File: config.mk
export PLATFORM = sky130hd
export DESIGN_NAME = block_sched
export DESIGN_NICKNAME = d
export VERILOG_FILES = /design/src/rtl/block_sched.sv
export SDC_FILE = /design/constraint.sdc
export NUM_CORES = 1
export LEC_CHECK = 0
export BUFFER_PORTS_ARGS = -buffer_cell sky130_fd_sc_hd__buf_4
export CAP_MARGIN = 40
export CORE_MARGIN = 1
export CORE_UTILIZATION = 50
export CTS_BUF_LIST = sky130_fd_sc_hd__clkbuf_8
export DETAILED_ROUTE_END_ITERATION = 10
export GPL_TIMING_DRIVEN = 0
export PLACE_DENSITY = 0.77
export SLEW_MARGIN = 0
export SYNTH_ARGS = -nofsm -noshare
export SYNTH_HDL_FRONTEND = slang
export SYNTH_SLANG_ARGS = --single-unit
export TNS_END_PERCENT = 100
File: constraint.sdc
create_clock -name clk -period 2.5 [get_ports clk]
set_input_delay 0.25 -clock clk [delete_from_list [all_inputs] [get_ports clk]]
set_output_delay 0.25 -clock clk [all_outputs]
set_load 0.005 [all_outputs]
File: src/rtl/block_sched.sv
// rtl/block_sched.sv - column-block scheduler with partner-lane work stealing
//
// Hands out valid feature-map blocks to NUM_BLOCK_W lanes, one block per lane
// at a time. A lane whose own column is drained helps its partner lane
// (c + NUM_BLOCK_W/2) mod NUM_BLOCK_W by taking that column's highest pending
// row, but only while the partner still has two or more blocks pending.
//
// Ports:
//   clk, rst_n   clock, synchronous active-low reset
//   clk_en       global stall; all registers hold while low
//   start        frame start (IDLE only); valid is captured with it
//   valid        block-valid map, bit c*NUM_BLOCK_H+r = column c, row r
//   lane_rdy     per-lane accept
//   blk_done     per-lane retire pulse
//   issue_vld    per-lane issue pulse
//   issue_row    per-lane issued row, slice [c*ROW_W +: ROW_W]
//   issue_col    per-lane source column, slice [c*COL_W +: COL_W]
//   issue_help   per-lane help select, held until the lane's next issue
//   lane_busy    per-lane unretired block
//   sched_busy   scheduler not IDLE
//   frame_done   pulse in the first IDLE cycle after a frame

module block_sched #(
   parameter int NUM_BLOCK_W = 4,
   parameter int NUM_BLOCK_H = 4,
   parameter int NUM_BLOCK   = NUM_BLOCK_W * NUM_BLOCK_H,
   parameter int ROW_W       = (NUM_BLOCK_H > 1) ? $clog2(NUM_BLOCK_H) : 1,
   parameter int COL_W       = (NUM_BLOCK_W > 1) ? $clog2(NUM_BLOCK_W) : 1
) (
   input  logic                         clk,
   input  logic                         rst_n,
   input  logic                         clk_en,
   input  logic                         start,
   input  logic [NUM_BLOCK-1:0]         valid,
   input  logic [NUM_BLOCK_W-1:0]       lane_rdy,
   input  logic [NUM_BLOCK_W-1:0]       blk_done,
   output logic [NUM_BLOCK_W-1:0]       issue_vld,
   output logic [NUM_BLOCK_W*ROW_W-1:0] issue_row,
   output logic [NUM_BLOCK_W*COL_W-1:0] issue_col,
   output logic [NUM_BLOCK_W-1:0]       issue_help,
   output logic [NUM_BLOCK_W-1:0]       lane_busy,
   output logic                         sched_busy,
   output logic                         frame_done
);

   typedef enum logic {IDLE, RUN} state_t;

   state_t                         state, state_nxt;
   logic [NUM_BLOCK-1:0]           pend;
   logic [NUM_BLOCK-1:0]           clr_mask;
   logic [NUM_BLOCK_W-1:0]         iss;
   logic [NUM_BLOCK_W*ROW_W-1:0]   row_nxt;
   logic [NUM_BLOCK_W*COL_W-1:0]   col_nxt;
   logic [NUM_BLOCK_W-1:0]         help_nxt;

   function automatic int partner(input int c);
      return (c + NUM_BLOCK_W / 2) % NUM_BLOCK_W;
   endfunction

   // Descending scan so the last hit is the lowest set row.
   function automatic int lowest_set(input logic [NUM_BLOCK_H-1:0] s);
      int r;
      r = 0;
      for (int i = NUM_BLOCK_H - 1; i >= 0; i--)
         if (s[i]) r = i;
      return r;
   endfunction

   function automatic int highest_set(input logic [NUM_BLOCK_H-1:0] s);
      int r;
      r = 0;
      for (int i = 0; i < NUM_BLOCK_H; i++)
         if (s[i]) r = i;
      return r;
   endfunction

   function automatic int pop_count(input logic [NUM_BLOCK_H-1:0] s);
      int n;
      n = 0;
      for (int i = 0; i < NUM_BLOCK_H; i++)
         if (s[i]) n++;
      return n;
   endfunction

   // Issue selection. The owner takes its lowest row; the helper only acts on
   // an empty own slice and takes the partner's highest row with at least two
   // pending, so owner and helper can never pick the same block.
   always_comb begin
      clr_mask = '0;
      iss      = '0;
      row_nxt  = issue_row;
      col_nxt  = issue_col;
      help_nxt = issue_help;
      if (state == RUN) begin
         for (int c = 0; c < NUM_BLOCK_W; c++) begin
            if (!lane_busy[c] && lane_rdy[c]) begin
               if (pend[c*NUM_BLOCK_H +: NUM_BLOCK_H] != '0) begin
                  iss[c] = 1'b1;
                  row_nxt[c*ROW_W +: ROW_W] =
                     ROW_W'(lowest_set(pend[c*NUM_BLOCK_H +: NUM_BLOCK_H]));
                  col_nxt[c*COL_W +: COL_W] = COL_W'(c);
                  help_nxt[c] = 1'b0;
                  clr_mask = clr_mask | (NUM_BLOCK'(1) << (c*NUM_BLOCK_H +
                     lowest_set(pend[c*NUM_BLOCK_H +: NUM_BLOCK_H])));
               end else if (pop_count(pend[partner(c)*NUM_BLOCK_H +: NUM_BLOCK_H]) >= 2) begin
                  iss[c] = 1'b1;
                  row_nxt[c*ROW_W +: ROW_W] =
                     ROW_W'(highest_set(pend[partner(c)*NUM_BLOCK_H +: NUM_BLOCK_H]));
                  col_nxt[c*COL_W +: COL_W] = COL_W'(partner(c));
                  help_nxt[c] = 1'b1;
                  clr_mask = clr_mask | (NUM_BLOCK'(1) << (partner(c)*NUM_BLOCK_H +
                     highest_set(pend[partner(c)*NUM_BLOCK_H +: NUM_BLOCK_H])));
               end
            end
         end
      end
   end

   always_comb begin
      state_nxt = state;
      case (state)
         IDLE: if (start) state_nxt = RUN;
         RUN:  if (pend == '0 && lane_busy == '0 && iss == '0) state_nxt = IDLE;
         default: state_nxt = IDLE;
      endcase
   end

   always_ff @(posedge clk) begin
      if (!rst_n) begin
         state      <= IDLE;
         pend       <= '0;
         lane_busy  <= '0;
         issue_vld  <= '0;
         issue_row  <= '0;
         issue_col  <= '0;
         issue_help <= '0;
         frame_done <= 1'b0;
      end else if (clk_en) begin
         state      <= state_nxt;
         issue_vld  <= '0;
         frame_done <= 1'b0;
         if (state == IDLE) begin
            if (start) begin
               pend       <= valid;
               lane_busy  <= '0;
               issue_help <= '0;
            end
         end else begin
            pend       <= pend & ~clr_mask;
            // Retire only affects busy lanes; issue only targets idle lanes.
            lane_busy  <= (lane_busy & ~blk_done) | iss;
            issue_vld  <= iss;
            issue_row  <= row_nxt;
            issue_col  <= col_nxt;
            issue_help <= help_nxt;
            if (state_nxt == IDLE) frame_done <= 1'b1;
         end
      end
   end

   assign sched_busy = (state != IDLE);

endmodule

# Word level (Yosys, flattened, before mapping)
# Index checks and enable logic that the tools add are counted.
dict set report totals {
  regBits 46
  latchBits 0
  mem_bits_rw 0
  romBits 0
  inputBits 28
  out_inout_bits 30
  word_cells 286
  mem_count 0
}
dict set report op_classes {
  add_sub_neg 18
  mul 0
  n_div 0
  magnitude_cmp 4
  n_eq_ne 8
  shift 8
  mux 188
  bitwise 12
  n_reduce_logical 31
}
# cell count
set ops {}
lappend ops {{$mux W32} 108}
lappend ops {{$add A32 B2 Y32 const B} 12}
lappend ops {{$mux W16} 18}
lappend ops {{$shl A1 B32 Y16 const A} 8}
lappend ops {{$add A5 B32 Y32 const A} 4}
lappend ops {{$ge A32 B3 Y1 const B} 4}
lappend ops {{$or A16 B16 Y16} 6}
lappend ops {{$add A4 B32 Y32 const A} 2}
lappend ops {{$mux W2} 20}
lappend ops {{$mux W1} 36}
lappend ops {{$reduce_and A4 Y1} 8}
lappend ops {{$mux W4} 5}
lappend ops {{$and A16 B16 Y16} 1}
lappend ops {{$logic_not A16 Y1} 1}
lappend ops {{$not A16 Y16} 1}
lappend ops {{$reduce_bool A4 Y1} 4}
lappend ops {{$ne A3 B1 Y1 const B} 4}
lappend ops {{$reduce_bool A2 Y1} 5}
lappend ops {{$logic_not A4 Y1} 2}
lappend ops {{$ne A2 B1 Y1 const B} 4}
lappend ops {{$logic_and A1 B1 Y1} 6}
lappend ops {{$and A4 B4 Y4} 1}
lappend ops {{$logic_not A1 Y1} 4}
lappend ops {{$not A4 Y4} 1}
lappend ops {{other kinds (4)} 4}

# Longest topological paths before layout
dict set report logic_depth {
  ltp_word 48
  depth_mapped 11
  ltp_nobuf 11
}

# Worst setup path after synthesis
# OpenSTA, ideal clock, no wires.
dict set report synth_timing {
  path_type {register -> register}
  startpoint {register pend[0]}
  endpoint {register pend[1]}
  arrival_time_ns 2.257
  required_time_ns 2.385
  path_slack_ns 0.127
  path_stages_with_launch 12
  path_buffers 1
  synth_period_minus_slack_ns 2.373
  cell_sequence {dfxtp_1 > clkbuf_1 > inv_1 > ha_1 > xor2_1 > ha_1 > and4_1 > o21ai_1 > nand4_1 > nor3_1 > o21ai_0 > a31o_1}
}
dict set report synth_via {
  elab_chain_cells 32
}
# item line_no
set synth_lines {}
lappend synth_lines {{from (decl)} 49} ;# logic [NUM_BLOCK-1:0] pend;
lappend synth_lines {{from (signal assigned)} 144} ;# pend <= valid;
lappend synth_lines {{from (signal assigned)} 149} ;# pend <= pend & ~clr_mask;
lappend synth_lines {{$mux W1} 81} ;# if (s[i]) n++;
lappend synth_lines {{$mux W32} 97} ;# if (pend[c*NUM_BLOCK_H +: NUM_BLOCK_H] != '0) begin
lappend synth_lines {{$mux W32} 96} ;# if (!lane_busy[c] && lane_rdy[c]) begin
lappend synth_lines {{$mux W32} 94} ;# if (state == RUN) begin
lappend synth_lines {{$add A32 B2 Y32} 81}
lappend synth_lines {{$mux W32} 81}
lappend synth_lines {{$mux W32} 97}
lappend synth_lines {{$mux W32} 96}
lappend synth_lines {{[... 16 more ...]} n/a}
lappend synth_lines {{$or A16 B16 Y16} 111} ;# clr_mask = clr_mask | (NUM_BLOCK'(1) << (partner(c)*NUM_BLOCK_H +
lappend synth_lines {{$mux W16} 105} ;# end else if (pop_count(pend[partner(c)*NUM_BLOCK_H +: NUM_BLOCK_H]) >= 2) begin
lappend synth_lines {{$mux W16} 97}
lappend synth_lines {{$mux W16 *} 96}
lappend synth_lines {{$mux W16 *} 94}
lappend synth_lines {{$not A16 Y16 *} 149}
lappend synth_lines {{$and A16 B16 Y16 *} 149}
lappend synth_lines {{$mux W16 *} 142} ;# if (state == IDLE) begin
# Mark *: on every way between the ends. The rest lies on a longest branch, timed or not. The select of a mux whose other input is x is not followed.
# A chain may end at the register's enable or synchronous reset.

# Worst setup path after layout
dict set report layout_timing {
  startpoint {register pend[4]}
  endpoint {register frame_done}
}
dict set report layout_via {
  elab_chain_cells 30
}
# item line_no
set layout_lines {}
lappend layout_lines {{$mux W1} 81}
lappend layout_lines {{$mux W32} 97}
lappend layout_lines {{$mux W32} 96}
lappend layout_lines {{$mux W32} 94}
lappend layout_lines {{$add A32 B2 Y32} 81}
lappend layout_lines {{$mux W32} 81}
lappend layout_lines {{$mux W32} 97}
lappend layout_lines {{$mux W32} 96}
lappend layout_lines {{[... 14 more ...]} n/a}
lappend layout_lines {{$mux W1} 96}
lappend layout_lines {{$mux W4} 94}
lappend layout_lines {{$logic_not A4 Y1} 123} ;# RUN: if (pend == '0 && lane_busy == '0 && iss == '0) state_nxt = IDLE;
lappend layout_lines {{$logic_and A1 B1 Y1 *} 123}
lappend layout_lines {{$mux W1 *} 123}
lappend layout_lines {{$pmux W1 S2 *} 121} ;# case (state)
lappend layout_lines {{$mux W1 *} 156} ;# if (state_nxt == IDLE) frame_done <= 1'b1;
lappend layout_lines {{$mux W1 *} 142}
lappend layout_lines {{to (signal assigned)} 137} ;# frame_done <= 1'b0;
lappend layout_lines {{to (signal assigned)} 141} ;# frame_done <= 1'b0;
lappend layout_lines {{to (signal assigned)} 156}
lappend layout_lines {{to (decl)} 43} ;# output logic frame_done
# Marks and branches as above.

==> flow_summary_export.csv <==
group,metric,value,unit
outcome,status,"finished clean",
floorplanning,num_rows,26,
grt,grt_pass1_wl,13.5,mm
floorplanning,die_h,77,um
clock_network,cts_buffers,5,
grt,grt_pass1_vias,2676,
critical_path,r2r_cells,11,
timing,grt_setup_unrepaired,"true",
power,switchingPower,542,uW
floorplanning,die-width,77,um
power,p_clk_share,34.9,%
detailed_routing,vias,3012,
timing,final_min_period_over_clock_period,97.3,%
grt,grt_overflow,0,
power,vdd_ir_drop_max,417,uV
floorplanning,ios,58,
critical_path,reg2reg_slack,0.07,ns
finish,area_growth,31.7,%
finish,fin_nets,466,
place,gp_congestion,0.879,
critical_path,cp-start-kind,"flop",
timing,worstMarginPinSlew,0.650,ns
critical_path,r2r-end,"frame_done$_SDFFE_PN0P_",
place,dp_slack,-0.234,ns
yosys,yosysTopAreaCellShare,31.3,%
yosys,synth_top_area_cell,"dfxtp_1",
detailed_routing,wire_per_inst,18.2,um
yosys,synth_edf_count,0,
yosys,synth-main-ff-cell,"dfxtp_1",
critical_path,critPathLaunch,"pend[4]$_SDFFE_PN0P_",
floorplanning,die-area,5930,um2
place,port_buffers,55,
timing,slew_headroom,56.7,%
clock_network,cts_buffer_depth,2,
yosys,async_flop_share,0,%
finish,diodes,0,
grt,antenna_found_initial,0,
critical_path,cp_max_fo,6,
power,p_per_area,502,nW/um2
timing,final_max_slew_viol_count,0,
clock_network,cts_tree,"done",
yosys,synth.distinct_cells,60,
detailed_routing,drt_iter0_markers,438,
timing,period_needed,2.43,ns
yosys,seq_area_frac_synth,31.3,%
clock_network,cts_root_buffer,"clkbuf_8",
timing,final.setup.tns,0,ns
power,leakage,1.62,nW
detailed_routing,ant_nets,0,
critical_path,cp-end-kind,"flop",
clock_network,cts_hold_buffers,0,
worst_hold_path,min_from,"valid[8]",
detailed_routing,routed_via_density,6.13,
timing,fin_ws,0.0687,ns
clock_network,clk_pin_slew,0.08,ns
worst_hold_path,worst_hold_path_type,"in2reg",
detailed_routing,drt-total-wl,8.92,mm
power,p_sw_share,29.1,%
yosys,syn_area,2810,um2
timing,finalHoldViolations,0,
clock_network,cts.sinks,44,
critical_path,arrival,2.67,ns
clock_network,cts_htree_levels,2,
critical_path,path_class,"reg2reg",
yosys,synth.area.top_cells,"dfxtp_1 (31%), ha_1 (7.6%), nand2_1 (3.7%), o21ai_0 (3.7%), a21boi_1 (3.2%)",
grt,track_usage,28.8,%
critical_path,worstPathRequired,2.74,ns
critical_path,r2r-start,"pend[4]$_SDFFE_PN0P_",
power,comb_power_share,24.7,%
timing,fmax,0.411,GHz
detailed_routing,first_pass_iters,5,
timing,fin_worst_skew,0.00963,ns
critical_path,cp-endpoint,"frame_done$_SDFFE_PN0P_",
yosys,synth-seq-cells,44,
yosys,synth.avg_cell_area,8.20,um2
floorplanning,core,5270,um2
timing,setup_violations,0,
floorplanning,start_util,53.4,%
yosys,synth_cells,343,
clock_network,clock_latency,0.30,ns
power,p_int,1.32,mW
yosys,ys_warn_count,0,
flow_run,drv_cap,0,
detailed_routing,route.detailed.drc,0,
power,pwr-share-seq,40.4,%
grt,grt_max_degree,14,
finish,drive_gt1_share,29.9,%
place,dpl.hpwl,6.11,mm
finish,utilization,70.3,%
layout by cell type, fill, tap and decap left out, types with 5 or more instances in the layout:
cell,instances
a21boi_1,12
a21oi_1,15
a22oi_1,5
a31oi_1,5
and3_1,5
buf_2,5
buf_4,73
clkbuf_1,12
clkbuf_8,5
dfxtp_1,36
dfxtp_4,7
ha_1,13
inv_1,12
nand2_1,28
nand2b_1,12
nand3_1,9
nor2_1,21
nor2b_1,14
o211a_1,6
o21a_1,7
o21ai_0,21
o21ai_1,5
xor2_1,5
power groups by stage:
| stage | Sequential, mW | Clock [mW] | Combinational [mW] |
|---|---|---|---|
| 3_3_place_gp | 0.768 | 0 | 0.379 |
| 3_5_place_dp | 0.769 | 0 | 0.384 |
| 5_1_grt | 0.756 | 0.678 | 0.494 |
| 4_1_cts | 0.753 | 0.647 | 0.398 |
| 6_report | 0.751 | 0.648 | 0.460 |
| 2_1_floorplan | 0.762 | 0 | 0.259 |
metal layers:
layer / GRT usage, % / vias up / share of wire (%)
met2: 47.8 / 137 / 48
met4: 6.23 / 0 / 1.3
met3: 5.12 / 12 / 7.4
met5: 0 / - / 0
li1: - / 1402 / -
met1: 39.0 / 1461 / 44
per-stage QoR:
stage / instance area, um2 / hold WS [ns] / std cells / power (mW)
finish: 3700 / 0.182 / 491 / 1.86
global route: 3700 / 0.181 / 491 / 1.93
CTS: 3510 / 0.184 / 478 / 1.80
detailed placement: 3320 / 0.448 / 469 / 1.15
global placement: 3320 / 0.436 / 469 / 1.15
floorplan: 2820 / 0.380 / 344 / 1.02
state kept, by name, summed over array words and instances, names as in the netlist:
register,flops
frame_done,1
issue_col,6
issue_row,8
issue_help,4
sched_busy,1
issue_vld,4
pend,16
lane_busy,4
cells in the mapped netlist (2+ instances only):
cell        n
a22oi_1     5
o221a_2     3
nor3b_1     5
buf_4       4
a31oi_1     6
nand3_1     9
a221o_1     3
o211a_1     6
buf_2       5
o311ai_1    2
nand4_1     3
nor3_2      2
o21ai_1     7
a21oi_1    16
a31o_2      4
xor2_1      5
nand2_1    28
nor4_1      2
and3_1      5
ha_1       17
o221ai_1    2
clkbuf_1   13
nor2_1     22
o21ai_0    21
a21boi_1   12
o31ai_1     4
o21a_1      7
nor3_1      5
and2_1      3
o2111ai_1   4
nor2b_1    14
dfxtp_1    44
nand2b_1   13
inv_1      14
a21boi_0    3
cell type report:
| class | instances | area, um2 |
|---|---|---|
| plain buffers | 23 | 126 |
| clock buffers | 5 | 68.8 |
| clock inverters | 2 | 60.1 |
| fillers | 435 | 1570 |
| inverters | 14 | 52.6 |
| multi-input cells | 263 | 1880 |
| flip-flops and latches | 44 | 908 |
| well taps | 70 | 87.6 |
| repair buffers | 70 | 526 |
worst min path at each step:
stage                           endpoint  slack, ns  cells after the start
2_1_floorplan       pend[7]$_SDFFE_PN0P_       0.38                      2
3_3_place_gp   issue_col[2]$_SDFFE_PN0P_       0.44                      2
3_5_place_dp   issue_col[2]$_SDFFE_PN0P_       0.45                      2
4_1_cts             pend[8]$_SDFFE_PN0P_       0.18                      2
5_1_grt             pend[8]$_SDFFE_PN0P_       0.18                      2
6_report            pend[8]$_SDFFE_PN0P_       0.18                      2
repair_timing:
item | in CTS | in global routing
cloned | 0 | 0
buffers inserted | 2 | 13
setup endpoints to repair | 20 | 30
pin swaps | 1 | 13
gates resized for setup | 16 | 25
cell families after synthesis:
kind of cell             after synthesis  synth area share, %
AND/OR/NAND/NOR                      118                 22.1
flip-flops                            44                 31.3
multiplexers                           1                0.356
other                                  1                0.133
adder cells (fa/ha/maj)               17                 7.56
XOR/XNOR                               6                 1.87
buffers and inverters                 37                 5.96
AO/OA/AOI/OAI                        119                 30.7
critical path, cell delays in order, from the launching register on:
cell      delay [ns]
dfxtp_4         0.37
inv_1           0.16
ha_4            0.17
and2_1          0.18
nor2_1          0.06
ha_1            0.29
nand2_1         0.09
nand2_1         0.07
o41ai_2         0.41
nand2_1         0.11
a311oi_2        0.32
o21a_1          0.15
No activity file was read; power rests on OpenSTA's default activity.
